===== config.mk =====
export PLATFORM = sky130hd
export DESIGN_NAME = fifo_read_streamer
export DESIGN_NICKNAME = d
export VERILOG_FILES = /design/src/rtl/fifo_read_streamer.sv
export SDC_FILE = /design/constraint.sdc
export NUM_CORES = 1
export LEC_CHECK = 0
export BUFFER_PORTS_ARGS = -buffer_cell sky130_fd_sc_hd__buf_2
export CAP_MARGIN = 10
export CORE_UTILIZATION = 50
export CTS_BUF_LIST = sky130_fd_sc_hd__clkbuf_8
export CTS_CLUSTER_DIAMETER = 100
export CTS_CLUSTER_SIZE = 20
export DETAILED_ROUTE_END_ITERATION = 12
export PLACE_DENSITY = 0.81
export SLEW_MARGIN = 10
export SYNTH_ARGS = -nofsm -noshare
export SYNTH_HDL_FRONTEND = slang
export SYNTH_SLANG_ARGS = --single-unit

===== constraint.sdc =====
create_clock -name clk -period 3.6 [get_ports clk]
set_input_delay 0.18 -clock clk [delete_from_list [all_inputs] [get_ports clk]]
set_output_delay 0.18 -clock clk [all_outputs]
set_load 0.05 [all_outputs]

===== src/rtl/fifo_read_streamer.sv =====
// Read-side streamer for synchronous_FIFO: drives r_en and re-presents words as valid/ready. Optional xfer_cnt via FIFO_RD_STREAM_CNT_EN.
// Latency: 2 cycles FIFO-not-empty to m_valid; 1 word/cycle sustained with m_ready held high.
// Backpressure: reads are issued only while occ + inflight < 3, so m_ready never reaches fifo_r_en combinationally.
module fifo_read_streamer #(
  parameter int DATA_WIDTH = 8,
  parameter int BUF_DEPTH  = 3
) (
  input  logic                  clk,
  input  logic                  rst,
  input  logic                  en,
  input  logic                  fifo_empty,
  input  logic [DATA_WIDTH-1:0] fifo_data_out,
  output logic                  fifo_r_en,
  output logic                  m_valid,
  output logic [DATA_WIDTH-1:0] m_data,
  input  logic                  m_ready,
  output logic                  busy
`ifdef FIFO_RD_STREAM_CNT_EN
  ,
  output logic [15:0]           xfer_cnt
`endif
);

  if (BUF_DEPTH != 3) begin : g_bad_depth
    $error("fifo_read_streamer: BUF_DEPTH must be 3");
  end

  logic [DATA_WIDTH-1:0] mem [3];
  logic [1:0]            occ;
  logic [1:0]            rd_ptr;
  logic [1:0]            wr_ptr;
  logic                  inflight;
  logic [2:0]            level;
  logic                  push;
  logic                  pop;

  function automatic logic [1:0] ptr_inc(input logic [1:0] p);
    return (p == 2'd2) ? 2'd0 : p + 2'd1;
  endfunction

  // Counting the in-flight read reserves its slot, so a capture always finds room.
  assign level     = {1'b0, occ} + {2'b00, inflight};
  assign fifo_r_en = rst & en & ~fifo_empty & (level < 3'd3);

  assign push    = inflight;
  assign pop     = m_valid & m_ready;
  assign m_valid = (occ != 2'd0);
  assign busy    = (occ != 2'd0) | inflight;

  always_comb begin
    m_data = mem[0];
    case (rd_ptr)
      2'd1:    m_data = mem[1];
      2'd2:    m_data = mem[2];
      default: m_data = mem[0];
    endcase
  end

  always_ff @(posedge clk or negedge rst) begin
    if (!rst) begin
      occ      <= 2'd0;
      rd_ptr   <= 2'd0;
      wr_ptr   <= 2'd0;
      inflight <= 1'b0;
      for (int i = 0; i < 3; i++) begin
        mem[i] <= '0;
      end
    end else begin
      inflight <= fifo_r_en;
      if (push) begin
        mem[wr_ptr] <= fifo_data_out;
        wr_ptr      <= ptr_inc(wr_ptr);
      end
      if (pop) begin
        rd_ptr <= ptr_inc(rd_ptr);
      end
      case ({push, pop})
        2'b10:   occ <= occ + 2'd1;
        2'b01:   occ <= occ - 2'd1;
        default: occ <= occ;
      endcase
    end
  end

`ifdef FIFO_RD_STREAM_CNT_EN
  always_ff @(posedge clk or negedge rst) begin
    if (!rst) begin
      xfer_cnt <= 16'd0;
    end else if (pop) begin
      xfer_cnt <= xfer_cnt + 16'd1;
    end
  end
`endif

  overflow_chk: assert property (@(posedge clk) disable iff (!rst)
    (inflight && occ == 2'd3) |-> pop);

endmodule


After elaboration in Yosys (flattened, before gate mapping)
Cells that the tools add are included.

Input port bits: 13. Register bits: 31. Output and inout bits: 11. Logic and storage cells: 37.

Reductions and logical operators: 3. Equality and inequality tests: 5. $add $sub $neg: 5. Mux-type cells: 7. Magnitude comparators: 3. Bitwise operators: 7.

Operators by type and width (count): 24-bit bitwise mux (1); 8-bit demux with 2-bit select (1); 8-bit case mux with 2 select lines (1); 8-bit two-way mux (1); 2-bit by 1-bit adder with 2-bit output, second input constant (3); 2-bit equality test, second input constant (3); 1-bit bitwise AND (4); 2-bit by 1-bit equality test with 1-bit output, second input constant (2); 2-bit two-way mux (2); 2-bit case mux with 2 select lines (1); 2-bit nonzero test (2); 2-bit by 1-bit adder with 3-bit output (1); 3-bit greater-or-equal comparator, second input constant (1); 3-bit by 1-bit less-than comparator with 1-bit output, second input constant (1); 3-bit by 2-bit less-than comparator with 1-bit output, second input constant (1); 2-bit NOT with 3-bit output (1); 2-bit by 1-bit subtractor with 2-bit output, second input constant (1); 1-bit logical AND (1); 1-bit NOT (1); 1-bit bitwise OR (1).

Longest topological paths before layout
Gate-level depths: netlist of the first run.

Depth in word-level cells: 6. Gate-level depth with buffers: 7. Mapped depth without buffers: 7.

Least setup slack after synthesis of the first run
No wires, ideal clock.

Kind: register to register. Start point: reg occ[0]. End point: reg inflight. Path slack: -227 ps. Cell stages (with the launch flop): 4. Buffers on the path: 0. Required time: 3218 ps. Library setup time: 382 ps. Data arrival time: 3446 ps. Clock period less this slack: 3827 ps. Cells stage by stage: dfrtp_1 > ha_1 > ha_1 > a2111oi_0.

Word-level cells in the longest chain between the ends: 3.

RTL lines: start, declared (line 29) `logic [1:0] occ;`; start signal, assigned (line 78) `2'b10: occ <= occ + 2'd1;`; start signal, assigned (line 79) `2'b01: occ <= occ - 2'd1;`; 2-bit by 1-bit adder with 3-bit output (line 42) `assign level = {1'b0, occ} + {2'b00, inflight};`; 3-bit by 2-bit less-than comparator with 1-bit output (line 43) `assign fifo_r_en = rst & en & ~fifo_empty & (level < 3'd3);`; 1-bit bitwise AND (line 43); named net fifo_r_en (line 13) `output logic fifo_r_en,`; end signal, assigned (line 69) `inflight <= fifo_r_en;`; end, declared (line 32) `logic inflight;`.

The timed path passes the listed nets, and every way through them passes these cells. A chain may end at the register's enable or synchronous reset.

Worst setup path after layout of the first run
Start point: in rst. End point: out fifo_r_en.

Word-level cells in the longest chain between the ends: 3.

RTL lines: start, declared (line 9) `input logic rst,`; 1-bit bitwise AND (3 in series) (line 43); end, declared (line 13).

Every way passes these cells.

==> flow_metrics.tcl, run 1 <==
set metrics [dict create \
    synthCells 112 \
    synth_cell_type_count 22 \
    placed_cells_incl_taps 162 \
    critical_path.max_fanout 32 \
    die_w_um 56.0 \
    ys_ff_latch 31 \
    worst_setup_path_end_kind "output pin" \
    timing.max_cap.violations 0 \
    first_global_vias 956 \
    maxSlewViolCount 0 \
    synth.largest_area_cell "dfrtp_1" \
    layout_min_cycle_time_ns 2.14 \
    dieArea_um2 3140 \
    total_number_of_placement_rows 19 \
    status "complete, no violations" \
    skew_pair_late_insertion_delay_ns 0.28 \
    max-clock-path-buffers 2 \
    setup_total_negative_slack_ns 0 \
    boundaryPins 24 \
    count_of_clock_tree_sinks 31 \
    largest_delay_contributor_family_on_the_critical_path "buffers and inverters" \
    crit-reg2reg-launch "occ[0]" \
    timing.critical_path.slowest_cell_delay_ns 0.52 \
    postCtsSetupRepairBufs 0 \
    rsz0062_at_grt "false" \
    cp.arrival_ns 1.96 \
    avgViaCountPerCell 5.38 \
    critical_path.cell_chain "dlygate4sd3_1 > buf_2 > buf_4 > nand2_1 > a2111oi_1 > buf_2" \
    synthTopCellsByCount "dfrtp_1, mux2_2, nor2_1" \
    seq_area_frac_synth_pct 53.1 \
    areaGrowthSynthToFinish_pct 16.0 \
    worst_setup_path_start_kind "input port" \
    drt-total-wl_um 2600 \
    timing.final.setup_violations 0 \
    global_route_wire_length_before_repair_um 4390 \
    netlist.area_leader.share_pct 53.1 \
    postRouteAntennaNets 0 \
    post_cts_resize_count 0 \
    post-route-period-util_pct 59.4 \
    tritoncts_clock_tree "yes" \
    antennaDiodeCount 0 \
    cts-htree-levels 2 \
    achievable-frequency_mhz 467 \
    number_of_optimization_iterations_in_the_first_detailed_route_pass 4 \
    starting_density_of_the_core_pct 52.9 \
    routedWlPerCell_um 15.3 \
    global_route.overflow_total 0 \
    final-hold-violation-count 0 \
    syn_area_um2 1460 \
    synth.net_count 132 \
    critPathBufInv 4 \
    synth_top_flop_cell "dfrtp_1" \
    worstMarginPinSlew_ns 0.545 \
    antenna_found_initial 0 \
    num-nets-final 159 \
    synth_area_per_cell_um2 13.0 \
    crit_top_cell "buf_2" \
    gp_congestion 0.733 \
    cts.reportedPaths.clkPinSlew_ns 0.06 \
    slew_headroom_pct 63.6 \
    grt_max_degree 33 \
    layout.cells.non_filler 170 \
    synthArstFlopShare_pct 100 \
    io_buffer_count 23 \
    fp.dieH_um 56.0 \
    num_vias 915 \
    critical_path_class "in -> out" \
    synth_edf_count 0 \
    clock_skew_ns 0.00292 \
    synth-warning-count 0 \
    post-synth-top-count-cell "dfrtp_1" \
    design.core.area_um2 2760 \
    number_of_buffers_created_by_cts 5 \
    crit_path_start "rst" \
    clockRootBuffer "clkbuf_8" \
    layout-drive-gt1-share_pct 43.9 \
    hold_path.startpoint "fifo_empty" \
    route.detailed.drc 0 \
    drtIter0Drc 13 \
    synth_top_cells_by_area "dfrtp_1, mux2_2, mux2_4" \
    min_path_type "in -> reg" \
    grt_use_total_pct 18.8 \
    crit_path_top_delay_cell "dlygate4sd3_1" \
    critical_path_required_ns 3.42 \
]
-- final timing paths --
| check | end | slack, ns | cells past startpoint |
|---|---|---|---|
| min | inflight | 0.06 | 2 |
| min in group asynchronous | mem[16] | 0.44 | 3 |
| min reg2reg | mem[19] | 0.51 | 1 |
| max | fifo_r_en | 1.46 | 6 |
| max reg2reg | occ[1] | 2.02 | 6 |
| max in group asynchronous | mem[9] | 2.87 | 3 |
-- logic make-up after synthesis --
kind of cell    Yosys count  synth area share, %
buf+inv                  10                 3.08
fa+ha+maj                 7                 6.00
flops                    31                 53.1
mux                      26                 22.1
simple gates             16                 5.57
compound gates           19                 8.31
xor+xnor                  3                 1.80
-- registers in the layout, indices dropped and copies added (netlist names) --
| name | flops |
|---|---|
| occ | 2 |
| inflight | 1 |
| rd_ptr | 2 |
| mem | 24 |
| wr_ptr | 2 |
-- layer usage --
| metal | part of all wire [%] | routed length [um] | track usage [%] |
|---|---|---|---|
| met5 | 0 | 0 | 0 |
| met4 | 1.9 | 50 | 7.32 |
| met3 | 5.2 | 134 | 6.51 |
| met2 | 49 | 1270 | 30.6 |
| met1 | 44 | 1140 | 22.9 |
-- through the flow --
stage | instance area (um2) | setup WS (ns) | util [%] | hold slack [ns]
final | 1690 | 1.46 | 61.4 | 0.0606
after global routing | 1690 | 1.26 | 61.4 | 0.0633
after CTS | 1690 | 1.43 | 61.4 | 0.0544
after detailed placement | 1600 | 1.75 | 57.9 | 0.217
after global placement | 1600 | 1.78 | 57.9 | 0.211
after floorplan | 1460 | 0.528 | - | -0.116
-- cell type report --
cell class,count,area [um2]
Inverter,5,18.8
Fill cell,208,1060
Clock buffer,6,82.6
Tap cell,31,38.8
Multi-Input combinational cell,71,641
Clock inverter,1,5.00
Timing Repair Buffer,25,133
Sequential cell,31,776
-- placed cells by master (no fill, tap or decap), drive strengths merged --
cell type / Yosys / layout
a21o: 1 / 1
clkbuf: 3 / 6
dlygate4sd3: 0 / 1
dfrtp: 31 / 31
inv: 5 / 5
or3: 2 / 2
xnor2: 2 / 2
nand2: 2 / 2
or2: 1 / 1
xor2: 1 / 1
buf: 2 / 24
a22oi: 8 / 8
o21ai: 1 / 1
ha: 7 / 7
a21oi: 8 / 8
mux2: 26 / 26
clkinv: 0 / 1
nand3: 1 / 1
nor3: 1 / 1
a2111oi: 1 / 1
nor2: 9 / 9
-- repair_timing --
action / 4_1_cts / 5_1_grt
hold buffers: 1 / 0
hold endpoints to repair: 31 / 0
setup endpoints to repair: 0 / 0
Power of run 1 is left out: the tool's default activity adds up to more than one toggle a clock period on the data nets, which glitch-free logic cannot reach.
==> inputs of run 2 (changes only) <==
--- a/config.mk
+++ b/config.mk
@@ -12,7 +12,7 @@
 export CTS_CLUSTER_DIAMETER = 100
 export CTS_CLUSTER_SIZE = 20
 export DETAILED_ROUTE_END_ITERATION = 12
-export PLACE_DENSITY = 0.81
+export PLACE_DENSITY = 0.84
 export SLEW_MARGIN = 10
 export SYNTH_ARGS = -nofsm -noshare
 export SYNTH_HDL_FRONTEND = slang
==> constraint.sdc (replaced) <==
create_clock -name clk -period 1.8 [get_ports clk]
set_input_delay 0.09 -clock clk [delete_from_list [all_inputs] [get_ports clk]]
set_output_delay 0.09 -clock clk [all_outputs]
set_load 0.05 [all_outputs]
==> flow_metrics.tcl, run 2 (synthesis gave the netlist of run 1 again) <==
set metrics [dict create \
    num-fill-cells 191 \
    fp.dieH_um 56.0 \
    placed_area_um2 1630 \
    skew_pair_late_insertion_delay_ns 0.28 \
    count_of_clock_tree_sinks 31 \
    num_vias 985 \
    worst_setup_path_end_kind "output pin" \
    antenna_found_initial 0 \
    critical_path.max_fanout 2 \
    design.core.area_um2 2760 \
    wl_met1_um 1260 \
    met2RoutedLength_um 1590 \
    largest_register_ffs 24 \
    cts-htree-levels 2 \
    clockRootBuffer "clkbuf_8" \
    worst_setup_path_start_kind "flip-flop" \
    crit_path_top_delay_cell "dfrtp_1" \
    most-common-layout-cells "dfrtp_1, mux2_2, buf_2" \
    min_path_type "in -> reg" \
    fin_area_um2 1840 \
    drtIter0Drc 38 \
    crit_top_cell "ha_4" \
    starting_density_of_the_core_pct 52.9 \
    grt_use_total_pct 20.2 \
    tritoncts_clock_tree "yes" \
    areaGrowthSynthToFinish_pct 26.1 \
    gp_congestion 0.688 \
    first_global_vias 1020 \
    maxSlewViolCount 0 \
    avgViaCountPerCell 5.66 \
    final_common_cell "dfrtp_1" \
    dp_slack_ns 0.0803 \
    number_of_buffers_created_by_cts 5 \
    critical_path_required_ns 1.71 \
    routed-wl-met3_um 115 \
    worstMarginPinSlew_ns 0.532 \
    io_buffer_count 23 \
    slew_headroom_pct 64.6 \
    dp_hpwl_um 1840 \
    status "complete, no violations" \
    num-nets-final 164 \
    fin_util_pct 66.7 \
    achievable-frequency_mhz 564 \
    layout-drive-gt1-share_pct 53.1 \
    routedWlPerCell_um 17.4 \
    timing.critical_path.slowest_cell_delay_ns 0.41 \
    global_route_wire_length_before_repair_um 4740 \
    postRouteAntennaNets 0 \
    cts.reportedPaths.clkPinSlew_ns 0.06 \
    die_w_um 56.0 \
    drt-total-wl_um 3030 \
    dieArea_um2 3140 \
    post-route-period-util_pct 98.5 \
    placed_cells_incl_taps 163 \
    max-clock-path-buffers 2 \
    top_register "mem" \
    clock_skew_ns 0.00221 \
    timing.max_cap.violations 0 \
    timing.final.setup_violations 0 \
    antennaDiodeCount 0 \
    layout_min_cycle_time_ns 1.77 \
    route.top_layer_used "met4" \
    final-hold-violation-count 0 \
    global_route.overflow_total 0 \
    fin_ws_ns 0.0263 \
    route.detailed.drc 0 \
    layout.cells.non_filler 174 \
    critical_path_class "reg -> out" \
    critical_path.cell_chain "ha_4 > ha_4 > a2111oi_4 > buf_6" \
    rsz0062_at_grt "true" \
    grt_max_degree 32 \
    number_of_optimization_iterations_in_the_first_detailed_route_pass 4 \
    total_number_of_placement_rows 19 \
    boundaryPins 24 \
    cp.arrival_ns 1.68 \
]
-- run 2: layout make-up --
class	count	area [um2]	share of cell area (%)
clock buffer	5	68.8	3.74
clock inverter	1	3.75	0.204
inverter	5	21.3	1.16
multi-input combinational	71	734	39.9
sequential	31	777	42.2
tap	31	38.8	2.11
timing repair buffer	30	196	10.7
-- run 2: metal layers --
metal  GRT usage (%)  vias to the layer above
met1            25.9                      494
met5               0                        -
met4            10.8                        0
met2            32.0                       27
met3            4.65                        8
li1                -                      456
-- run 2: metrics by stage --
step           hold slack (ns)  setup TNS (ns)
6_report                0.0737               0
5_1_grt                 0.0727         -0.0128
4_1_cts                 0.0665               0
3_5_place_dp             0.138               0
3_3_place_gp             0.130               0
2_1_floorplan           -0.206           -1.12
-- run 2: path summary, 6_finish.rpt --
| check | from | slack, ns | depth (start not counted) | to |
|---|---|---|---|---|
| setup / recovery | inflight | 0.03 | 4 | fifo_r_en |
| hold / removal | fifo_data_out[4] | 0.07 | 2 | mem[12] |
| setup reg to reg | occ[0] | 0.12 | 7 | occ[1] |
| hold reg to reg | mem[16] | 0.51 | 1 | mem[16] |
| max in group asynchronous | rst | 1.14 | 3 | rd_ptr[0] |
| min in group asynchronous | rst | 0.36 | 3 | mem[1] |
-- run 2: critical path: cells and delay by family, from the launching register on --
kind,cells,cell delay (ns)
AO/OA/AOI/OAI,1,0.38
flip-flops,1,0.41
buffers and inverters,1,0.21
adder cells (fa/ha/maj),2,0.40
-- run 2: what timing repair did --
action | in CTS | in global routing
endpoints found under the setup margin | 9 | 10
hold endpoints to repair | 32 | 0
hold buffers | 2 | 0
pin swaps | 1 | 3
gates resized for setup | 7 | 22
setup buffers | 1 | 2
Power of run 2 is left out for the same reason.
==> inputs of run 3 (changes only) <==
--- a/config.mk
+++ b/config.mk
@@ -7,12 +7,13 @@
 export LEC_CHECK = 0
 export BUFFER_PORTS_ARGS = -buffer_cell sky130_fd_sc_hd__buf_2
 export CAP_MARGIN = 10
-export CORE_UTILIZATION = 50
+export CORE_UTILIZATION = 35
 export CTS_BUF_LIST = sky130_fd_sc_hd__clkbuf_8
 export CTS_CLUSTER_DIAMETER = 100
 export CTS_CLUSTER_SIZE = 20
 export DETAILED_ROUTE_END_ITERATION = 12
-export PLACE_DENSITY = 0.84
+export PLACE_DENSITY = 0.65
+export SKIP_LAST_GASP = 1
 export SLEW_MARGIN = 10
 export SYNTH_ARGS = -nofsm -noshare
 export SYNTH_HDL_FRONTEND = slang
==> flow_metrics.tcl, run 3 (synthesis gave the netlist of run 1 again) <==
set metrics [dict create \
    timing.critical_path.slowest_cell_delay_ns 0.38 \
    critical_path.cell_chain "ha_2 > ha_4 > a2111oi_4 > buf_6" \
    io_buffer_count 23 \
    fin_area_um2 1890 \
    num_vias 971 \
    top_register "mem" \
    final_common_cell "dfrtp_1" \
    status "complete, no violations" \
    skew_pair_late_insertion_delay_ns 0.28 \
    final-hold-violation-count 0 \
    layout-drive-gt1-share_pct 53.1 \
    boundaryPins 24 \
    slew_headroom_pct 64.8 \
    die_w_um 66.6 \
    cts.reportedPaths.clkPinSlew_ns 0.06 \
    worstMarginPinSlew_ns 0.527 \
    num-fill-cells 346 \
    route.detailed.drc 0 \
    num-nets-final 164 \
    total_number_of_placement_rows 23 \
    post-route-period-util_pct 97.7 \
    global_route_wire_length_before_repair_um 4600 \
    critPathBufInv 1 \
    drtIter0Drc 18 \
    crit_path_top_delay_cell "dfrtp_1" \
    design.core.area_um2 4000 \
    critical_path.max_fanout 2 \
    timing.max_cap.violations 0 \
    worst_setup_path_end_kind "output pin" \
    maxSlewViolCount 0 \
    areaGrowthSynthToFinish_pct 29.5 \
    most-common-layout-cells "dfrtp_1, mux2_2, buf_2" \
    timing.final.setup_violations 0 \
    finalHoldWorstSlack_ns 0.0685 \
    dp_hpwl_um 1920 \
    largest_register_ffs 24 \
    layout_min_cycle_time_ns 1.76 \
    first_global_vias 955 \
    grt_use_total_pct 14.7 \
    tritoncts_clock_tree "yes" \
    fp.dieH_um 66.6 \
    cp.arrival_ns 1.67 \
    grt_max_degree 32 \
    critical_path_required_ns 1.71 \
    avgViaCountPerCell 4.98 \
    drt-total-wl_um 2900 \
    starting_density_of_the_core_pct 36.5 \
    placed_area_um2 1650 \
    worst_setup_path_start_kind "flip-flop" \
    clock_skew_ns 0.00293 \
    number_of_buffers_created_by_cts 5 \
    min_path_type "in -> reg" \
    gp_congestion 0.686 \
    routedWlPerCell_um 14.9 \
    cts-htree-levels 2 \
    dieArea_um2 4430 \
    antennaDiodeCount 0 \
    count_of_clock_tree_sinks 31 \
    antenna_found_initial 0 \
    rsz0062_at_grt "true" \
    max-clock-path-buffers 2 \
    global_route.overflow_total 0 \
    largest_delay_contributor_family_on_the_critical_path "adder cells" \
    number_of_optimization_iterations_in_the_first_detailed_route_pass 4 \
    clockRootBuffer "clkbuf_8" \
    critical_path_class "reg -> out" \
    postRouteAntennaNets 0 \
    achievable-frequency_mhz 569 \
]
==> run 3: changes by cell type in the layout (fill, tap and decap cells not counted), sizes merged <==
cell,previous run,this run
clkinv,0,1
bufinv,0,1
buf,25,26
inv,6,5
==> run 3: routing by layer <==
metal	share of wire [%]	vias to the layer above	GRT usage (%)
met5	0	-	0
met4	1.1	0	6.38
met3	2.8	4	4.11
met2	52	13	23.9
met1	44	498	18.0
li1	-	456	-
==> run 3: cell type report <==
cell class | count | area [um2] | area share [%]
multi-input combinational | 71 | 718 | 38.0
inverter | 5 | 18.8 | 0.993
sequential | 31 | 777 | 41.1
tap | 50 | 62.6 | 3.31
timing repair buffer | 30 | 196 | 10.4
clock inverter | 2 | 35.0 | 1.85
clock buffer | 6 | 82.6 | 4.37
==> run 3: per-stage QoR <==
| step | utilization (%) | instances | setup slack [ns] | TNS [ns] |
|---|---|---|---|---|
| floorplan | - | 112 | -0.157 | -1.12 |
| global placement | 41.3 | 182 | 0.132 | 0 |
| detailed placement | 41.3 | 182 | 0.0814 | 0 |
| global route | 47.3 | 195 | -0.0234 | -0.0394 |
| finish | 47.3 | 195 | 0.0416 | 0 |
| CTS | 45.7 | 193 | -0.0138 | -0.0138 |
==> run 3: worst paths after layout <==
| kind | from | endpoint | slack, ns | depth (start not counted) |
|---|---|---|---|---|
| setup / recovery | inflight | fifo_r_en | 0.04 | 4 |
| hold / removal | fifo_data_out[6] | mem[6] | 0.07 | 2 |
| setup reg to reg | occ[0] | occ[1] | 0.10 | 7 |
| hold reg to reg | mem[10] | mem[10] | 0.51 | 1 |
| max in group asynchronous | rst | rd_ptr[0] | 1.08 | 3 |
| min in group asynchronous | rst | mem[4] | 0.43 | 3 |
==> run 3: worst register-to-register path, cell delays in order (launching register included) <==
cell and delay (ns):
dfrtp_1 0.38, buf_4 0.15, or2_2 0.30, nand2_1 0.13
inv_1 0.06, ha_1 0.31, nor2_1 0.14, xor2_1 0.15
==> run 3: timing repair <==
action / CTS / global route
endpoints found under the hold margin: 32 / 0
setup buffers: 1 / 2
pin swaps: 1 / 3
hold buffers: 2 / 0
endpoints found under the setup margin: 9 / 9
gates cloned: 0 / 0
resized for setup: 8 / 15
Power of run 3 is left out for the same reason.
